<file path="src/rtl/serial_adder_ctrl.sv">
// Bit-serial adder sequencer: adds a WIDTH-bit operand pair one bit per clock,
// LSB first, through a single full-add cell built from two half-add stages.
module serial_adder_ctrl #(
    parameter int WIDTH = 8
) (
    input  logic             clk,
    input  logic             rst,
    input  logic             in_valid,
    output logic             in_ready,
    input  logic [WIDTH-1:0] a,
    input  logic [WIDTH-1:0] b,
    input  logic             cin,
    output logic             out_valid,
    input  logic             out_ready,
    output logic [WIDTH-1:0] sum,
    output logic             cout,
    output logic             ovf,
    output logic             busy
);

    localparam int CW = (WIDTH > 1) ? $clog2(WIDTH) : 1;
    localparam logic [CW-1:0] LAST_BIT = CW'(WIDTH - 1);

    typedef enum logic [1:0] {
        IDLE = 2'b00,
        RUN  = 2'b01,
        DONE = 2'b10
    } state_t;

    state_t           state_r;
    state_t           state_s;
    logic [WIDTH-1:0] a_r;
    logic [WIDTH-1:0] b_r;
    logic [WIDTH-1:0] sum_r;
    logic [WIDTH-1:0] sum_next_s;
    logic [CW-1:0]    cnt_r;
    logic             carry_r;
    logic             cout_r;
    logic             ovf_r;
    logic             c1_s;
    logic             h1_s;
    logic             c2_s;
    logic             bit_s;
    logic             carry_next_s;
    logic             last_s;

    // Returns {carry, sum} of a single half-add stage.
    function automatic logic [1:0] half_add(input logic x, input logic y);
        return {x & y, x ^ y};
    endfunction

    // Full-add cell from two cascaded half-adds, plus the next sum register image.
    always_comb begin
        {c1_s, h1_s}  = half_add(a_r[0], b_r[0]);
        {c2_s, bit_s} = half_add(h1_s, carry_r);
        carry_next_s  = c1_s | c2_s;
        last_s        = (cnt_r == LAST_BIT);
        sum_next_s    = sum_r >> 1;
        sum_next_s[WIDTH-1] = bit_s;
    end

    // Next-state logic.
    always_comb begin
        state_s = state_r;
        case (state_r)
            IDLE: begin
                if (in_valid) begin
                    state_s = RUN;
                end else begin
                    state_s = IDLE;
                end
            end
            RUN: begin
                if (last_s) begin
                    state_s = DONE;
                end else begin
                    state_s = RUN;
                end
            end
            DONE: begin
                if (out_ready) begin
                    state_s = IDLE;
                end else begin
                    state_s = DONE;
                end
            end
            default: state_s = IDLE;
        endcase
    end

    // State register.
    always_ff @(posedge clk) begin
        if (rst) begin
            state_r <= IDLE;
        end else begin
            state_r <= state_s;
        end
    end

    // Operand shift registers, bit counter and result registers.
    always_ff @(posedge clk) begin
        if (rst) begin
            a_r     <= '0;
            b_r     <= '0;
            sum_r   <= '0;
            cnt_r   <= '0;
            carry_r <= 1'b0;
            cout_r  <= 1'b0;
            ovf_r   <= 1'b0;
        end else begin
            case (state_r)
                IDLE: begin
                    if (in_valid) begin
                        a_r     <= a;
                        b_r     <= b;
                        carry_r <= cin;
                        cnt_r   <= '0;
                        sum_r   <= '0;
                    end
                end
                RUN: begin
                    a_r     <= a_r >> 1;
                    b_r     <= b_r >> 1;
                    sum_r   <= sum_next_s;
                    carry_r <= carry_next_s;
                    if (last_s) begin
                        // carry_r here is the carry into the MSB
                        cout_r <= carry_next_s;
                        ovf_r  <= carry_r ^ carry_next_s;
                    end else begin
                        cnt_r <= cnt_r + CW'(1);
                    end
                end
                default: begin
                    a_r <= a_r;
                end
            endcase
        end
    end

    assign in_ready  = (state_r == IDLE) & ~rst;
    assign out_valid = (state_r == DONE);
    assign busy      = (state_r != IDLE);
    assign sum       = sum_r;
    assign cout      = cout_r;
    assign ovf       = ovf_r;

endmodule

</file>
<file path="config.mk">
export PLATFORM = sky130hd
export DESIGN_NAME = serial_adder_ctrl
export DESIGN_NICKNAME = d
export VERILOG_FILES = /design/src/rtl/serial_adder_ctrl.sv
export SDC_FILE = /design/constraint.sdc
export NUM_CORES = 1
export LEC_CHECK = 0
export ABC_AREA = 0
export ABC_CLOCK_PERIOD_IN_PS = 2100
export BUFFER_PORTS_ARGS = -buffer_cell sky130_fd_sc_hd__buf_2
export CELL_PAD_IN_SITES_DETAIL_PLACEMENT = 1
export CELL_PAD_IN_SITES_GLOBAL_PLACEMENT = 1
export CORE_AREA = 4 4 84 54
export CTS_CLUSTER_DIAMETER = 150
export DETAILED_ROUTE_END_ITERATION = 7
export DIE_AREA = 0 0 88 58
export HOLD_SLACK_MARGIN = 0.02
export PLACE_DENSITY = 0.76
export SYNTH_ARGS = -nofsm -noshare
export SYNTH_HDL_FRONTEND = slang
export SYNTH_SLANG_ARGS = --single-unit
export TNS_END_PERCENT = 5
</file>
<file path="constraint.sdc">
create_clock -name clk -period 2.1 [get_ports clk]
set_clock_uncertainty 0.2 [all_clocks]
set_input_delay 0.21 -clock clk [delete_from_list [all_inputs] [get_ports clk]]
set_output_delay 0.21 -clock clk [all_outputs]
set_load 0.02 [all_outputs]
</file>
==> flow_metrics.tcl <==
set metrics [dict create \
    grt_antenna_before_repair 0 \
    use_met3_pct 4.119 \
    placed_area_um2 1609 \
    crit_family "flip-flops" \
    fmax_ghz 0.5912 \
    cp_slowest_cell "dfxtp_1" \
    syn2layout_area_growth_pct 16.57 \
    worstSetupStartpointType "register" \
    overflow 0 \
    ys_seq_area_share_pct 43.50 \
    fillers 442 \
    drc 0 \
    grt_pass1_vias 1270 \
    slowest_delay_ns 0.46 \
    coreArea_um2 3680 \
    placementRows 17 \
    drt_wl_total_mm 3.616 \
    max_slew_margin_pct 59.40 \
    root_buffer "clkbuf_8" \
    holdWs_ns 0.06669 \
    worstPathArrival_ns 1.28 \
    gr-max-usage-layer "met2" \
    worst_setup_path_end_kind "primary output" \
    cts_tree "yes" \
    layout_common_cells "buf_2 (33), dfxtp_1 (32), nor2_1 (27)" \
    fin_ws_ns 0.4086 \
    die_area_um2 5104 \
    drtIter0Drc 51 \
    grt.total_usage_pct 15.42 \
    start_util_pct 40.02 \
    cts_made_buffers 5 \
    crit_fanout 15 \
    final_common_cell "buf_2" \
    insertion_delay_ns 0.28 \
    use_met2_pct 25.32 \
    clockBufferDepth 2 \
    fin_setup_tns_ns 0 \
    synth_edf_count 0 \
    synth_cell_types 30 \
    diodes 0 \
    rsz0062_at_grt "no" \
    hpwl_mm 2.659 \
    clkSinkCount 32 \
    drive_gt1_share_pct 27.32 \
    p_total_mw 1.291 \
    fp.dieH_um 58 \
    ant_nets 0 \
    max_cap_violations 0 \
    grt_max_degree 29 \
    post_cts_buffers 0 \
    port_buffers 33 \
    crit_chain "buf_4, nor2b_1, buf_2" \
    crit_type "register to primary output" \
    finalCritPeriodShare_pct 80.54 \
    critPathLaunch "state_r[0]" \
    yosys_warnings 0 \
    synth_nets 175 \
    power.leakage_nw 0.7301 \
    cts_resized 0 \
    fin_area_um2 1717 \
    place.gp.congestion 0.7641 \
    avgSynthCellArea_um2 9.753 \
    async_flop_share_pct 0 \
    dr.pass1.iters 3 \
    tightest_slew_ns 0.6085 \
    powerDensity_nw_per_um2 751.8 \
    irDropWorstVdd_mv 0.3490 \
    wl_per_cell_um 15.72 \
    clk_pin_slew_worst_paths_ns 0.06 \
    holdCritPathClass "input port to register" \
    path_buf_inv 2 \
    routed_via_density 5.191 \
    htree_levels 2 \
    grtUsageMet1_pct 19.40 \
    layout.cells.non_filler 230 \
    fin_nets 207 \
    hp-start "b[4]" \
    die_x_um 88 \
    synthFlopType "dfxtp_1" \
    dpl_worst_slack_ns 0.4629 \
    synth-seq-cells 32 \
    grt_pass1_wl_mm 5.996 \
    fin_util_pct 46.65 \
    setup_viol 0 \
    syn_inst 151 \
    hold_viol 0 \
    outcome "finished clean" \
    dp_cells 220 \
    via_count 1194 \
    io_pins 34 \
    post-route-min-period_ns 1.691 \
    r2r_start "cnt_r[0]" \
    critPathRequiredTime_ns 1.69 \
    maxSlewViolCount 0 \
    netlist_area_um2 1473 \
]
==> cell usage after synthesis (3+ instances only) <==
| library cell | instances | area share [%] |
|---|---|---|
| nand2_1 | 5 | 1.3 |
| nand3_1 | 5 | 1.7 |
| a211oi_1 | 9 | 4.6 |
| nor2_1 | 27 | 6.9 |
| buf_6 | 5 | 3.8 |
| a22oi_1 | 8 | 4.1 |
| a21oi_1 | 5 | 1.7 |
| inv_1 | 6 | 1.5 |
| a211oi_2 | 6 | 5.1 |
| clkbuf_1 | 5 | 1.3 |
| a31oi_1 | 3 | 1.3 |
| mux2i_1 | 15 | 10 |
| dfxtp_1 | 32 | 44 |
==> tightest hold or removal path, cell delays in order <==
cell and delay, ns:
buf_2 0.09, mux2i_1 0.11, a211oi_1 0.08
==> state kept, by name, summed over array words and instances (netlist names) <==
name and cells:
sum 8, b_r 8, ovf 1, state_r 2, cnt_r 3, carry_r 1
a_r 8, cout 1
==> area by class of cell <==
class,instances,area [um^2],area share (%)
clock buffer,6,72.57,4.227
clock inverter,1,5.005,0.2915
multi-input combinational,99,699.4,40.74
sequential,32,640.6,37.32
inverter,6,22.52,1.312
tap,47,58.81,3.426
timing repair buffer,39,217.7,12.68
==> path summary, 6_finish.rpt <==
kind,cells after the start,end,slack (ns)
worst max-delay path,3,out_valid,0.41
worst min-delay path,3,b_r[4],0.07
worst max register to register,5,cnt_r[0],0.44
worst min register to register,2,ovf,0.28
==> layer usage <==
metal,wire (um),vias up
li1,-,593
met1,1723,570
met2,1697,26
met3,149,5
met4,45,0
met5,0,-
==> report_power, final <==
part	internal [mW]	switching (mW)	total, mW
sequential	0.641	0.0212	0.662
clock	0.225	0.218	0.443
combinational	0.0808	0.104	0.185
==> kinds of logic (layout without fill, tap and decap cells) <==
| group | count (synthesis) | count (layout) | share of synthesized area [%] |
|---|---|---|---|
| buffers and inverters | 20 | 52 | 9.005 |
| adders and majority gates | 3 | 3 | 3.058 |
| AOI/OAI and AO/OA | 36 | 36 | 20.39 |
| and+or+nand+nor | 44 | 44 | 13.25 |
| xor gates and xnor gates | 1 | 1 | 0.5948 |
| muxes | 15 | 15 | 10.20 |
| DFF | 32 | 32 | 43.50 |
==> what timing repair did <==
action,in CTS,in global routing
endpoints found under the hold margin,3,0
setup endpoints to repair,0,0
hold buffers,3,0
Power figures use the tool's default switching activity.
